**src/rtl/muldiv_pkg.sv**
```systemverilog
// Shared types for the EX-stage multiply/divide sequencer: op codes and FSM states.
package muldiv_pkg;

    typedef enum logic [3:0] {
        OP_NONE = 4'd0,
        MULT    = 4'd1,
        MULTU   = 4'd2,
        DIV     = 4'd3,
        DIVU    = 4'd4,
        MFHI    = 4'd5,
        MFLO    = 4'd6,
        MTHI    = 4'd7,
        MTLO    = 4'd8
    } md_op_t;

    typedef enum logic [1:0] {
        IDLE = 2'd0,
        CALC = 2'd1,
        FIX  = 2'd2
    } state_t;

    function automatic logic is_md_op(md_op_t op);
        return (op != OP_NONE) && (op <= MTLO);
    endfunction

    function automatic logic is_iter_op(md_op_t op);
        return (op == MULT) || (op == MULTU) || (op == DIV) || (op == DIVU);
    endfunction

endpackage

```
**src/rtl/muldiv_if.sv**
```systemverilog
// Pipeline-side bundle of the multiply/divide unit: op request, flush, status and HI/LO view.
interface muldiv_if #(parameter int WIDTH = 32);
    import muldiv_pkg::*;

    logic             op_valid;
    md_op_t           op;
    logic [WIDTH-1:0] rs_val;
    logic [WIDTH-1:0] rt_val;
    logic             flush;
    logic             stall_req;
    logic             busy;
    logic             done;
    logic             div0;
    logic [WIDTH-1:0] hi;
    logic [WIDTH-1:0] lo;
    logic [WIDTH-1:0] mf_data;

    modport master (
        output op_valid, op, rs_val, rt_val, flush,
        input  stall_req, busy, done, div0, hi, lo, mf_data
    );

    modport slave (
        input  op_valid, op, rs_val, rt_val, flush,
        output stall_req, busy, done, div0, hi, lo, mf_data
    );
endinterface

```
**src/rtl/muldiv_iter.sv**
```systemverilog
// One radix-2 step: shift-add for multiply, shift-subtract-restore for divide.
module muldiv_iter #(
    parameter int WIDTH = 32
) (
    input  logic             is_div,
    input  logic [WIDTH-1:0] acc,
    input  logic [WIDTH-1:0] mq,
    input  logic [WIDTH-1:0] opb,
    output logic [WIDTH-1:0] acc_next,
    output logic [WIDTH-1:0] mq_next
);
    logic [WIDTH:0]   sum;
    logic [WIDTH:0]   shifted;
    logic [WIDTH-1:0] diff;
    logic             ge;

    always_comb begin
        sum     = {1'b0, acc} + (mq[0] ? {1'b0, opb} : '0);
        shifted = {acc, mq[WIDTH-1]};
        ge      = shifted >= {1'b0, opb};
        // When ge holds the true difference is below 2**WIDTH, so the truncated subtract is exact.
        diff    = shifted[WIDTH-1:0] - opb;
        if (is_div) begin
            acc_next = ge ? diff : shifted[WIDTH-1:0];
            mq_next  = {mq[WIDTH-2:0], ge};
        end else begin
            acc_next = sum[WIDTH:1];
            mq_next  = {sum[0], mq[WIDTH-1:1]};
        end
    end
endmodule

```
**src/rtl/muldiv_ctrl.sv**
```systemverilog
// Iterative MULT/DIV sequencer owning HI/LO; stalls dependent md ops while an operation is in flight.
module muldiv_ctrl
    import muldiv_pkg::*;
#(
    parameter int WIDTH = 32,
    parameter int CNT_W = 6
) (
    input  logic     clk,
    input  logic     rst_n,
    muldiv_if.slave  bus
);
    state_t             state_reg, state_next;
    logic [CNT_W-1:0]   cnt_reg;
    logic [WIDTH-1:0]   acc_reg, mq_reg, opb_reg;
    logic [WIDTH-1:0]   hi_reg, lo_reg;
    logic               is_div_reg, neg_q_reg, neg_r_reg, dz_reg;
    logic               done_reg, div0_reg;

    logic               accept, signed_op, sa, sb, op_div;
    logic [WIDTH-1:0]   a_abs, b_abs, acc_next, mq_next;
    logic [WIDTH-1:0]   q_fix, r_fix;
    logic [2*WIDTH-1:0] prod, prod_fix;

    assign accept = bus.op_valid && (state_reg == IDLE) && !bus.flush && is_md_op(bus.op);

    always_comb begin
        signed_op = (bus.op == MULT) || (bus.op == DIV);
        op_div    = (bus.op == DIV) || (bus.op == DIVU);
        sa        = signed_op && bus.rs_val[WIDTH-1];
        sb        = signed_op && bus.rt_val[WIDTH-1];
        a_abs     = sa ? -bus.rs_val : bus.rs_val;
        b_abs     = sb ? -bus.rt_val : bus.rt_val;
        prod      = {acc_reg, mq_reg};
        prod_fix  = neg_q_reg ? -prod : prod;
        // Divide-by-zero reports an all-ones quotient regardless of operand signs.
        q_fix     = dz_reg ? '1 : (neg_q_reg ? -mq_reg : mq_reg);
        r_fix     = neg_r_reg ? -acc_reg : acc_reg;
    end

    muldiv_iter #(.WIDTH(WIDTH)) u_iter (
        .is_div   (is_div_reg),
        .acc      (acc_reg),
        .mq       (mq_reg),
        .opb      (opb_reg),
        .acc_next (acc_next),
        .mq_next  (mq_next)
    );

    always_ff @(posedge clk or negedge rst_n) begin
        if (!rst_n) state_reg <= IDLE;
        else        state_reg <= state_next;
    end

    always_comb begin
        state_next = state_reg;
        case (state_reg)
            IDLE:    if (accept && is_iter_op(bus.op)) state_next = CALC;
            CALC: begin
                if (bus.flush)          state_next = IDLE;
                else if (cnt_reg == '0) state_next = FIX;
            end
            FIX:     state_next = IDLE;
            default: state_next = IDLE;
        endcase
    end

    always_ff @(posedge clk or negedge rst_n) begin
        if (!rst_n) begin
            cnt_reg    <= '0;
            acc_reg    <= '0;
            mq_reg     <= '0;
            opb_reg    <= '0;
            hi_reg     <= '0;
            lo_reg     <= '0;
            is_div_reg <= 1'b0;
            neg_q_reg  <= 1'b0;
            neg_r_reg  <= 1'b0;
            dz_reg     <= 1'b0;
            done_reg   <= 1'b0;
            div0_reg   <= 1'b0;
        end else begin
            done_reg <= 1'b0;
            case (state_reg)
                IDLE: if (accept) begin
                    div0_reg <= 1'b0;
                    if (bus.op == MTHI) hi_reg <= bus.rs_val;
                    if (bus.op == MTLO) lo_reg <= bus.rs_val;
                    if (is_iter_op(bus.op)) begin
                        acc_reg    <= '0;
                        mq_reg     <= op_div ? a_abs : b_abs;
                        opb_reg    <= op_div ? b_abs : a_abs;
                        is_div_reg <= op_div;
                        neg_q_reg  <= sa ^ sb;
                        neg_r_reg  <= sa;
                        dz_reg     <= op_div && (bus.rt_val == '0);
                        cnt_reg    <= CNT_W'(WIDTH - 1);
                    end
                end
                CALC: if (!bus.flush) begin
                    acc_reg <= acc_next;
                    mq_reg  <= mq_next;
                    cnt_reg <= cnt_reg - 1'b1;
                end
                FIX: if (!bus.flush) begin
                    if (is_div_reg) begin
                        lo_reg <= q_fix;
                        hi_reg <= r_fix;
                    end else begin
                        lo_reg <= prod_fix[WIDTH-1:0];
                        hi_reg <= prod_fix[2*WIDTH-1:WIDTH];
                    end
                    done_reg <= 1'b1;
                    if (dz_reg) div0_reg <= 1'b1;
                end
                default: ;
            endcase
        end
    end

    always_comb begin
        bus.mf_data = '0;
        if (bus.op == MFHI)      bus.mf_data = hi_reg;
        else if (bus.op == MFLO) bus.mf_data = lo_reg;
    end

    assign bus.busy      = (state_reg != IDLE);
    assign bus.stall_req = bus.op_valid && (state_reg != IDLE);
    assign bus.done      = done_reg;
    assign bus.div0      = div0_reg;
    assign bus.hi        = hi_reg;
    assign bus.lo        = lo_reg;
endmodule

```
**src/flat_wrapper.sv**
```systemverilog
// flat-port wrapper written by rule: the top's interface ports become plain ports
module muldiv_ctrl_flat import muldiv_pkg::*;
#(
    parameter int WIDTH = 32,
    parameter int CNT_W = 6
)
  (clk, rst_n, bus_op_valid, bus_op, bus_rs_val, bus_rt_val, bus_flush, bus_stall_req, bus_busy, bus_done, bus_div0, bus_hi, bus_lo, bus_mf_data);
  muldiv_if #(.WIDTH(WIDTH)) bus_i ();
  input  logic clk;
  input  logic rst_n;
  input wire logic [$bits(bus_i.op_valid)-1:0] bus_op_valid;
  input wire logic [$bits(bus_i.op)-1:0] bus_op;
  input wire logic [$bits(bus_i.rs_val)-1:0] bus_rs_val;
  input wire logic [$bits(bus_i.rt_val)-1:0] bus_rt_val;
  input wire logic [$bits(bus_i.flush)-1:0] bus_flush;
  output wire logic [$bits(bus_i.stall_req)-1:0] bus_stall_req;
  output wire logic [$bits(bus_i.busy)-1:0] bus_busy;
  output wire logic [$bits(bus_i.done)-1:0] bus_done;
  output wire logic [$bits(bus_i.div0)-1:0] bus_div0;
  output wire logic [$bits(bus_i.hi)-1:0] bus_hi;
  output wire logic [$bits(bus_i.lo)-1:0] bus_lo;
  output wire logic [$bits(bus_i.mf_data)-1:0] bus_mf_data;
  assign bus_i.op_valid = bus_op_valid;
  assign bus_i.op = bus_op;
  assign bus_i.rs_val = bus_rs_val;
  assign bus_i.rt_val = bus_rt_val;
  assign bus_i.flush = bus_flush;
  assign bus_stall_req = bus_i.stall_req;
  assign bus_busy = bus_i.busy;
  assign bus_done = bus_i.done;
  assign bus_div0 = bus_i.div0;
  assign bus_hi = bus_i.hi;
  assign bus_lo = bus_i.lo;
  assign bus_mf_data = bus_i.mf_data;
  muldiv_ctrl #(.WIDTH(WIDTH), .CNT_W(CNT_W)) u_core (.clk(clk), .rst_n(rst_n), .bus(bus_i));
endmodule
```
**config.mk**
```make
export PLATFORM = sky130hd
export DESIGN_NAME = muldiv_ctrl_flat
export DESIGN_NICKNAME = d
export VERILOG_FILES = /design/src/rtl/muldiv_pkg.sv /design/src/rtl/muldiv_if.sv /design/src/rtl/muldiv_iter.sv /design/src/rtl/muldiv_ctrl.sv /design/src/flat_wrapper.sv
export SDC_FILE = /design/constraint.sdc
export NUM_CORES = 1
export LEC_CHECK = 0
export ABC_AREA = 0
export CAP_MARGIN = 20
export CELL_PAD_IN_SITES_DETAIL_PLACEMENT = 1
export CELL_PAD_IN_SITES_GLOBAL_PLACEMENT = 1
export CORE_AREA = 2 2 191 193
export CTS_BUF_LIST = sky130_fd_sc_hd__clkbuf_8
export CTS_CLUSTER_SIZE = 14
export DETAILED_ROUTE_END_ITERATION = 6
export DIE_AREA = 0 0 193 195
export DONT_BUFFER_PORTS = 1
export GPL_TIMING_DRIVEN = 1
export PLACE_DENSITY_LB_ADDON = 0.05
export SKIP_LAST_GASP = 1
export SLEW_MARGIN = 25
export SYNTH_ARGS = -nofsm -noshare
export SYNTH_HDL_FRONTEND = slang
export SYNTH_SLANG_ARGS = --single-unit
```
**constraint.sdc**
```tcl
create_clock -name clk -period 3 [get_ports clk]
set_clock_uncertainty 0.15 [all_clocks]
set_input_delay 0.6 -clock clk [delete_from_list [all_inputs] [get_ports clk]]
set_output_delay 0.6 -clock clk [all_outputs]
set_load 0.01 [all_outputs]
```
==> flow_metrics.py, run 1 <==
metrics = {
    "run_status": {
        "status": "complete, but fails checks",
        "violations": "negative hold slack, negative setup slack",
    },
    "global_routing": {
        "overflow": 0,
        "grt_pass1_vias": 19400,
        "groute.usage.overall_pct": 42.5,
        "antenna_found_initial": 0,
        "grt_max_degree": 175,
        "grt_pass1_wl_mm": 120,
    },
    "final_layout": {
        "fillers": 4233,
        "drive_above_1_share_pct": 32.9,
        "nNetsFinal": 2596,
        "area_growth_pct": 39.2,
        "finalInstanceArea_sq_um": 21900,
        "n_antenna_cell": 0,
    },
    "floorplan": {
        "die_width_microns": 193,
        "die_h_microns": 195,
        "placement_rows": 69,
        "die_area_sq_um": 37600,
        "start_util_pct": 44.5,
        "boundaryPins": 172,
        "core_area_sq_um": 35400,
    },
    "clock_network": {
        "worst_setup_hold_path_clk_slew_ns": 0.13,
        "cts_sinks": 174,
        "clk_latency_ns": 0.55,
        "cts-root-buf": "clkbuf_8",
        "cts_tree": "done",
        "ctsHtreeMaxLevel": 4,
        "cts_buffers": 17,
        "ctsLongestPathBuffers": 2,
    },
    "run": {
        "cap_violations": 0,
    },
    "placed_design": {
        "io_buffers": 0,
        "placed_cell_area_sq_um": 19100,
        "gp_congestion": 0.976,
        "hpwl_mm": 59.1,
    },
    "logic_synthesis": {
        "synth.most_common_cell": "nor2_1",
        "ys_top_cells_by_count": "nor2_1, nand2_1, a21oi_1, o21ai_0, dfrtp_1",
        "syn_nets": 2227,
        "synth_area_leaders": "dfrtp_1, a21oi_1, o21ai_0",
        "synth_edf_count": 0,
        "seq_area_frac_synth_pct": 27.6,
        "yosysWarnings": 0,
        "synth_top_cell_by_area": "dfrtp_1",
        "avgSynthCellArea_sq_um": 7.56,
        "ys.flop_type": "dfrtp_1",
        "ys_seq_elements": 174,
        "ys_async_sr_fraction_pct": 100,
        "syn_area_sq_um": 15800,
        "synth.distinct_cells": 80,
        "synth_top_area_share_pct": 27.6,
        "syn_inst": 2083,
    },
    "critical_path": {
        "crit_arrival_ns": 3.84,
        "crit_path_end_kind": "flop",
        "crit_type": "reg2reg",
        "cp_max_fo": 2,
        "start_kind": "flop",
        "crit_required_ns": 3.28,
    },
    "timing": {
        "finalCritPeriodShare_pct": 119,
        "slew_headroom_pct": 26.6,
        "setup_viol": 38,
        "rsz0062_at_grt": "yes",
        "post-route-min-period_ns": 3.56,
        "hold_violations": 174,
        "fin_tns_setup_ns": -11.81,
        "worst_slack_ns": -0.563,
        "whs_ns": -0.406,
        "report.final.slew_viol_count": 0,
        "fmax_mhz": 281,
        "worst_pin_slew_ns": 1.10,
    },
    "route": {
        "via_per_inst": 6.90,
        "drt_iter0_markers": 2458,
        "avgRoutedWirePerCell_microns": 31.0,
        "vias": 20200,
        "drt_pass1_iterations": 6,
        "drc_errors": 0,
        "postRouteAntennaNets": 0,
        "routed_wl_mm": 90.8,
    },
    "min_path": {
        "hp-class": "in2async",
    },
    "power_and_ir_drop": {
        "power_density_nw_per_um2": 1120,
        "peakVddDrop_v": 0.000998,
        "p_leak_nw": 9.31,
    },
}
## power breakdown
part | leakage [nW] | total, W | switching (W) | internal (W)
Clock | 0.217 | 0.00194 | 0.00122 | 0.000716
Combinational | 6.96 | 0.0187 | 0.0105 | 0.00822
Sequential | 2.14 | 0.00396 | 0.000927 | 0.00304
Total | 9.31 | 0.0246 | 0.0126 | 0.0120
## cell families after synthesis
group                      after synthesis  synth area share [%]
AOI/OAI and AO/OA                      704                  27.5
muxes                                   54                  3.44
buffers and inverters                  208                  5.09
and+or+nand+nor                        698                  20.9
adders and majority gates               72                  5.81
xor gates and xnor gates               173                  9.62
DFF                                    174                  27.6
## metrics by stage
stage          setup WS [ns]  util (%)  cells  power (W)  hold slack (ns)
2_1_floorplan         -0.108         -   2083     0.0107            0.154
3_3_place_gp          -0.328      53.8   2808     0.0168            0.158
3_5_place_dp          -0.406      53.8   2808     0.0172            0.158
4_1_cts               -0.210      58.9   2895     0.0211           -0.423
5_1_grt               -0.553      62.0   2926     0.0252           -0.429
6_report              -0.563      62.0   2926     0.0246           -0.406
## worst max-delay path, cell delays in order (launching register included)
cell      delay, ns
dfrtp_1        0.45
inv_2          0.09
ha_2           0.31
o211a_1        0.26
a211oi_2       0.30
a2111o_1       0.21
buf_4          0.13
nand2_1        0.08
or3_1          0.44
a41oi_1        0.31
xnor2_1        0.22
mux2i_1        0.16
a211oi_2       0.32
## final cells by class
type                       instances  area (sq um)  share of cell area [%]
sequential                       174          4370                    19.9
multi-input combinational       1701         12300                    55.9
tap                              461           577                    2.63
clock inverter                    15           190                   0.867
timing repair buffer             493          4050                    18.5
inverter                          65           246                    1.12
clock buffer                      17           234                    1.07
## path summary, 6_finish.rpt
path / from / to / slack (ns) / cells after the start
worst min-delay path: rst_n / u_core.bus.hi[18] / -0.41 / 0
worst min register to register: u_core.opb_reg[5] / u_core.opb_reg[5] / 0.39 / 2
worst max-delay path: u_core.opb_reg[4] / u_core.acc_reg[21] / -0.56 / 12
min in group clk: bus_rs_val[1] / u_core.bus.hi[1] / 0.04 / 2
worst max register to register: u_core.opb_reg[4] / u_core.acc_reg[21] / -0.56 / 12
max in group asynchronous: rst_n / u_core.acc_reg[9] / 2.76 / 0
## metal layers
| layer | vias to the layer above | part of all wire (%) | global-route usage [%] | routed length [microns] |
|---|---|---|---|---|
| met2 | 1466 | 44 | 65.8 | 39500 |
| met3 | 464 | 11 | 8.02 | 9640 |
| li1 | 8276 | - | - | - |
| met5 | - | 0 | 0 | 0 |
| met4 | 0 | 7.4 | 19.4 | 6710 |
| met1 | 9982 | 38 | 57.2 | 35000 |
## cell usage in the layout (no fill, tap or decap), drive strengths merged, types with 21 or more instances in the layout
| cell type | netlist | layout |
|---|---|---|
| buf | 19 | 493 |
| nor2 | 214 | 214 |
| nand2 | 211 | 211 |
| o21ai | 209 | 209 |
| a21oi | 208 | 208 |
| dfrtp | 174 | 174 |
| xnor2 | 103 | 103 |
| inv | 65 | 72 |
| xor2 | 70 | 70 |
| ha | 70 | 70 |
| nor3 | 55 | 55 |
| mux2i | 53 | 53 |
| nand3 | 47 | 47 |
| o22ai | 40 | 40 |
| a22o | 35 | 35 |
| a22oi | 28 | 28 |
| o31ai | 28 | 28 |
| nor4 | 27 | 27 |
| a21o | 21 | 21 |
| or3 | 21 | 21 |
## repair_timing
| item | CTS | global route |
|---|---|---|
| hold endpoints to repair | 174 | 174 |
| buffers inserted | 52 | 44 |
| endpoints found under the setup margin | 44 | 69 |
| resized for setup | 201 | 199 |
| cloned | 4 | 0 |
| pin swaps | 67 | 99 |
Note: power is estimated with default switching activity, not from simulation.
==> run 2, diff against run 1 <==
Settings changed: SYNTH_HIERARCHICAL from default to 1.
==> run 2 against run 1 <==
Net effect: highest routed layer unchanged; hold slack improved by 0.017 ns; clock power down 14%; first-iteration DRC count fell by 35%; sequential power increased by 11%; fmax shrank 3.1%; routed wire length down 15%; via count is 8.9% lower; setup slack got worse by 0.11 ns; total power fell by 4.1%; sequential share of layout area increased by 1.1 points; the run still ends with negative hold slack, negative setup slack left; largest cell class unchanged; synthesized area rose by 0.60%; non-clock buffer count shrank 109.
==> flow_metrics.py, run 2 <==
metrics = {
    "run_status": {
        "status": "complete, but fails checks",
        "violations": "negative hold slack, negative setup slack",
    },
    "critical_path": {
        "crit_arrival_ns": 3.94,
        "r2r.worst_path.cells": 16,
        "crit_required_ns": 3.26,
        "cp_max_fo": 14,
        "r2r-end": "u_core/acc_reg[22]",
        "crit_path_end_kind": "flop",
        "reg2reg_slack_ns": -0.68,
        "start_kind": "flop",
        "rr_startpoint": "u_core/mq_reg[0]",
        "crit_type": "reg2reg",
    },
    "timing": {
        "report.final.slew_viol_count": 0,
        "finalCritPeriodShare_pct": 123,
        "whs_ns": -0.388,
        "hold_violations": 174,
        "worst_slack_ns": -0.677,
        "fmax_mhz": 272,
        "rsz0062_at_grt": "yes",
        "setup_viol": 51,
        "slew_headroom_pct": 34.3,
        "post-route-min-period_ns": 3.68,
        "worst_pin_slew_ns": 0.985,
    },
    "global_routing": {
        "use_met2_pct": 61.3,
        "grt_max_degree": 175,
        "overflow": 0,
        "busiest_layer": "met2",
        "use_met1_pct": 54.3,
        "antenna_found_initial": 0,
        "grt_pass1_vias": 18700,
        "grt_pass1_wl_mm": 113,
        "grt.met3_usage_pct": 7.31,
        "groute.usage.overall_pct": 39.7,
    },
    "power_and_ir_drop": {
        "peakVddDrop_v": 0.000627,
        "power_density_nw_per_um2": 1130,
        "p_leak_nw": 9.04,
        "power_w": 0.0236,
    },
    "logic_synthesis": {
        "synth_top_area_share_pct": 27.5,
        "synth_area_leaders": "dfrtp_1, ha_1, xnor2_1",
        "ys_top_cells_by_count": "nor2_1, nand2_1, dfrtp_1, a21oi_1, o21ai_0",
        "ys.flop_type": "dfrtp_1",
        "avgSynthCellArea_sq_um": 7.79,
        "synth.distinct_cells": 86,
        "syn_inst": 2034,
        "synth.most_common_cell": "nor2_1",
        "syn_nets": 2178,
        "synth_edf_count": 0,
        "seq_area_frac_synth_pct": 27.5,
        "ys_async_sr_fraction_pct": 100,
        "syn_area_sq_um": 15800,
        "ys_seq_elements": 174,
        "synth_top_cell_by_area": "dfrtp_1",
        "yosysWarnings": 6,
    },
    "final_layout": {
        "drive_above_1_share_pct": 28.4,
        "finalInstanceArea_sq_um": 20800,
        "mostFrequentLayoutCells": "buf_4, nor2_1, nand2_1",
        "final_common_cell": "buf_4",
        "final_util_pct": 58.7,
        "area_growth_pct": 31.2,
        "n_antenna_cell": 0,
        "nNetsFinal": 2465,
    },
    "clock_network": {
        "cts_tree": "done",
        "cts_sinks": 174,
        "clk_latency_ns": 0.53,
        "cts_buffers": 17,
        "worst_setup_hold_path_clk_slew_ns": 0.12,
        "ctsHtreeMaxLevel": 4,
        "ctsLongestPathBuffers": 2,
        "cts-root-buf": "clkbuf_8",
    },
    "floorplan": {
        "die_area_sq_um": 37600,
        "placement_rows": 69,
        "core_area_sq_um": 35400,
        "boundaryPins": 172,
        "die_h_microns": 195,
        "die_width_microns": 193,
        "start_util_pct": 44.8,
    },
    "route": {
        "vias": 18400,
        "routed_wl_mm": 77.5,
        "drt_pass1_iterations": 6,
        "postRouteAntennaNets": 0,
        "drt_iter0_markers": 1604,
        "drc_errors": 0,
        "via_per_inst": 6.58,
        "avgRoutedWirePerCell_microns": 27.7,
    },
    "placed_design": {
        "placed_cell_area_sq_um": 18900,
        "gp_congestion": 1.01,
        "hpwl_mm": 58.0,
        "io_buffers": 0,
        "post-place-ws_ns": -0.639,
    },
    "min_path": {
        "hp-class": "in2async",
    },
    "run": {
        "cap_violations": 0,
    },
}
## run 2: kinds of logic (layout without fill, tap and decap cells)
| group | Yosys count | after routing | share of synthesized area (%) |
|---|---|---|---|
| simple gates | 721 | 722 | 22.1 |
| compound gates | 652 | 652 | 26.7 |
| flops | 174 | 174 | 27.5 |
| xor+xnor | 168 | 168 | 9.28 |
| buf+inv | 187 | 486 | 4.54 |
| fa+ha+maj | 72 | 72 | 5.78 |
| mux | 60 | 60 | 4.04 |
## run 2: how the worst max path moves through the flow
stage	slack, ns	from	to	depth (start not counted)
2_1_floorplan	-0.52	u_core/mq_reg[0]	u_core/acc_reg[27]	15
3_5_place_dp	-0.64	u_core/mq_reg[0]	u_core/acc_reg[30]	14
6_report	-0.68	u_core/mq_reg[0]	u_core/acc_reg[22]	16
5_1_grt	-0.78	u_core/mq_reg[0]	u_core/acc_reg[22]	16
4_1_cts	-0.55	u_core/mq_reg[0]	u_core/acc_reg[19]	14
3_3_place_gp	-0.62	u_core/mq_reg[0]	u_core/acc_reg[30]	14
## run 2: stage by stage
step / TNS (ns) / std cells
2_1_floorplan: -2.37 / 2034
3_3_place_gp: -14.30 / 2732
3_5_place_dp: -18.79 / 2732
4_1_cts: -13.11 / 2784
5_1_grt: -19.16 / 2795
6_report: -14.67 / 2795
## run 2: report_power, final
part / internal (W) / switching [W]
clock: 0.000611 / 0.00105
combinational: 0.00796 / 0.00957
sequential: 0.00320 / 0.00118
total: 0.0118 / 0.0118
## run 2: layout make-up
class	count	area, sq um
inverters	70	265
repair buffers	384	3070
flip-flops and latches	174	4370
clock inverters	14	108
fillers	4267	14600
clock buffers	18	248
well taps	461	577
multi-input cells	1674	12100
## run 2: repair_timing
item	in CTS	in global routing
hold endpoints to repair	174	174
endpoints found under the setup margin	62	77
resized for setup	149	117
pin swaps	65	86
cloned	0	1
setup buffers	21	19
## run 2: layer usage
metal	vias to the layer above	part of all wire (%)	routed length [microns]
met5	-	0	0
met4	0	4.4	3390
met3	181	8.9	6890
met2	917	45	34900
met1	9256	42	32300
li1	8031	-	-
## run 2: worst max-delay path, cell delays in order (launching register included)
cell       delay [ns]
dfrtp_2          0.44
buf_4            0.20
and2_4           0.17
ha_4             0.28
o211ai_1         0.11
o211ai_1         0.36
a21oi_2          0.14
a211oi_2         0.24
buf_4            0.19
a21o_1           0.14
o2bb2ai_1        0.21
buf_4            0.19
nor2_1           0.04
o311ai_1         0.42
a31oi_2          0.12
nand3_1          0.10
nand2_1          0.06
==> run 3, diff against run 2 <==
Settings changed: BUFFER_PORTS_ARGS from default to -buffer_cell sky130_fd_sc_hd__buf_2, CORE_AREA 2 2 191 193 to 2 2 200 202, CTS_CLUSTER_SIZE 14 to default, DIE_AREA 0 0 193 195 to 0 0 202 204, DONT_BUFFER_PORTS 1 to default.
==> run 3 against run 2 <==
Net effect: the run ends with negative setup slack left; sequential share of layout area decreased by 1.6 points; register-to-register slack improved by 0.05 ns; routed wire length increased by 2.2%; clock power increased by 14%; non-clock buffer count increased by 224; clock-buffer cell count unchanged; first-iteration DRC count increased by 12%; critical path depth decreased by 2; cell count increased by 10%; flip-flop and latch count unchanged; core utilization decreased by 1.2 points; critical endpoint is now u_core/acc_reg[19]; largest cell class unchanged; highest routed layer unchanged.
==> flow_metrics.py, run 3 (same netlist as run 2, synthesis figures left out) <==
metrics = {
    "run_status": {
        "status": "complete, but fails checks",
        "violations": "negative setup slack",
    },
    "placed_design": {
        "placed_cell_area_sq_um": 20300,
        "io_buffers": 171,
        "dp_cells": 3022,
        "hpwl_mm": 60.4,
        "gp_congestion": 0.964,
    },
    "timing": {
        "worst_pin_slew_ns": 0.994,
        "whs_ns": 0.255,
        "finalCritPeriodShare_pct": 121,
        "worst_slack_ns": -0.630,
        "report.final.slew_viol_count": 0,
        "slew_headroom_pct": 33.7,
        "rsz0062_at_grt": "yes",
        "fmax_mhz": 275,
        "post-route-min-period_ns": 3.63,
        "hold_violations": 0,
        "setup_viol": 63,
    },
    "power_and_ir_drop": {
        "p_leak_nw": 10.2,
        "power_w": 0.0244,
        "combinationalPowerShare_pct": 75.5,
        "internal_power_w": 0.0126,
        "power_density_nw_per_um2": 1080,
        "pwr-share-seq_pct": 16.8,
        "switchingPower_w": 0.0118,
        "peakVddDrop_v": 0.000694,
        "switching_share_pct": 48.4,
        "p_clk_share_pct": 7.7,
    },
    "critical_path": {
        "crit_path_end_kind": "flop",
        "crit_type": "reg2reg",
        "start_kind": "flop",
        "crit_arrival_ns": 3.91,
        "crit_required_ns": 3.28,
        "cp_max_fo": 3,
    },
    "route": {
        "vias": 19000,
        "drt_iter0_markers": 1803,
        "via_per_inst": 6.15,
        "avgRoutedWirePerCell_microns": 25.7,
        "drt_pass1_iterations": 5,
        "postRouteAntennaNets": 0,
        "drc_errors": 0,
        "routed_wl_mm": 79.2,
    },
    "clock_network": {
        "ctsLongestPathBuffers": 2,
        "ctsHtreeMaxLevel": 4,
        "clk_latency_ns": 0.53,
        "cts_sinks": 174,
        "cts_tree": "done",
        "cts-root-buf": "clkbuf_8",
        "worst_setup_hold_path_clk_slew_ns": 0.11,
        "cts_buffers": 17,
    },
    "global_routing": {
        "grt_pass1_vias": 19100,
        "groute.usage.overall_pct": 37.0,
        "overflow": 0,
        "grt_max_degree": 65,
        "antenna_found_initial": 0,
        "grt_pass1_wl_mm": 116,
    },
    "floorplan": {
        "start_util_pct": 40.4,
        "boundaryPins": 172,
        "core_area_sq_um": 39200,
        "die_width_microns": 202,
        "die_h_microns": 204,
        "placement_rows": 73,
        "die_area_sq_um": 41200,
    },
    "run": {
        "cap_violations": 0,
    },
    "final_layout": {
        "final_util_pct": 57.5,
        "fillers": 4692,
        "layout.cells.non_filler": 3082,
        "finalInstanceArea_sq_um": 22500,
        "n_antenna_cell": 0,
        "area_growth_pct": 42.2,
        "drive_above_1_share_pct": 35.2,
        "final_common_cell": "buf_4",
        "nNetsFinal": 2688,
        "multi_input_area_sq_um": 12400,
        "area.sequential_sq_um": 4360,
        "mostFrequentLayoutCells": "buf_4, nand2_1, nor2_1",
    },
    "min_path": {
        "hp-class": "in2reg",
    },
}
-- run 3: cell types whose count changed in the layout (fill, tap and decap cells not counted), moves of 7 or more --
| cell | change |
|---|---|
| ha_4 | +12 |
| xor2_1 | +7 |
| buf_4 | +46 |
| buf_12 | +10 |
| buf_2 | +170 |
| o21ai_2 | +10 |
| ha_1 | -9 |
-- run 3: worst max-delay path, cell delays in order (launching register included) --
cell	delay, ns
dfrtp_1	0.41
and2_4	0.18
ha_4	0.16
fa_2	0.38
a21o_1	0.23
a211oi_2	0.23
and4bb_2	0.31
o211ai_4	0.23
buf_4	0.16
nand2_1	0.07
a21o_1	0.20
a21o_1	0.19
a2111oi_2	0.30
a221oi_1	0.09
a22o_1	0.24
-- run 3: final timing paths --
| kind | slack (ns) | end | cells after the start | startpoint |
|---|---|---|---|---|
| min in group asynchronous | 0.47 | u_core/acc_reg[26] | 2 | rst_n |
| worst max register to register | -0.63 | u_core/acc_reg[19] | 14 | u_core/opb_reg[0] |
| max in group asynchronous | 1.40 | u_core/is_div_reg | 3 | rst_n |
| worst min-delay path | 0.26 | u_core/bus.hi[6] | 3 | bus_rs_val[6] |
| worst min register to register | 0.37 | u_core/bus.lo[12] | 2 | u_core/bus.lo[12] |
| worst max-delay path | -0.63 | u_core/acc_reg[19] | 14 | u_core/opb_reg[0] |
-- run 3: area by class of cell --
class	count	area share (%)
multi-input combinational	1673	54.9
timing repair buffer	608	19.8
sequential	174	19.4
tap	525	2.92
inverter	70	1.17
clock buffer	18	1.10
clock inverter	14	0.777
-- run 3: power by group through the flow --
stage                     sequential (W)  combinational, W  clock (W)
after floorplan                  0.00419           0.00806          0
after global placement           0.00404            0.0149          0
after detailed placement         0.00408            0.0154          0
after CTS                        0.00407            0.0169    0.00190
after global routing             0.00418            0.0196    0.00199
final                            0.00410            0.0184    0.00189
-- run 3: routing by layer --
metal / part of all wire [%] / track usage [%]
met5: 0 / 0
met4: 4.4 / 15.3
met3: 5.6 / 4.93
met2: 47 / 60.6
met1: 43 / 49.3
-- run 3: through the flow --
stage	setup TNS, ns	worst slack [ns]
floorplan	-2.37	-0.520
global placement	-14.13	-0.619
detailed placement	-16.87	-0.807
CTS	-9.58	-0.515
global route	-17.43	-0.685
finish	-12.14	-0.630
-- run 3: what timing repair did --
item                                    4_1_cts  5_1_grt
endpoints found under the setup margin       60       76
hold buffers                                  1        0
gates resized for setup                     173      125
pin swaps                                    81       90
cloned                                        1        0
setup buffers                                21       15
hold endpoints to repair                     60        0
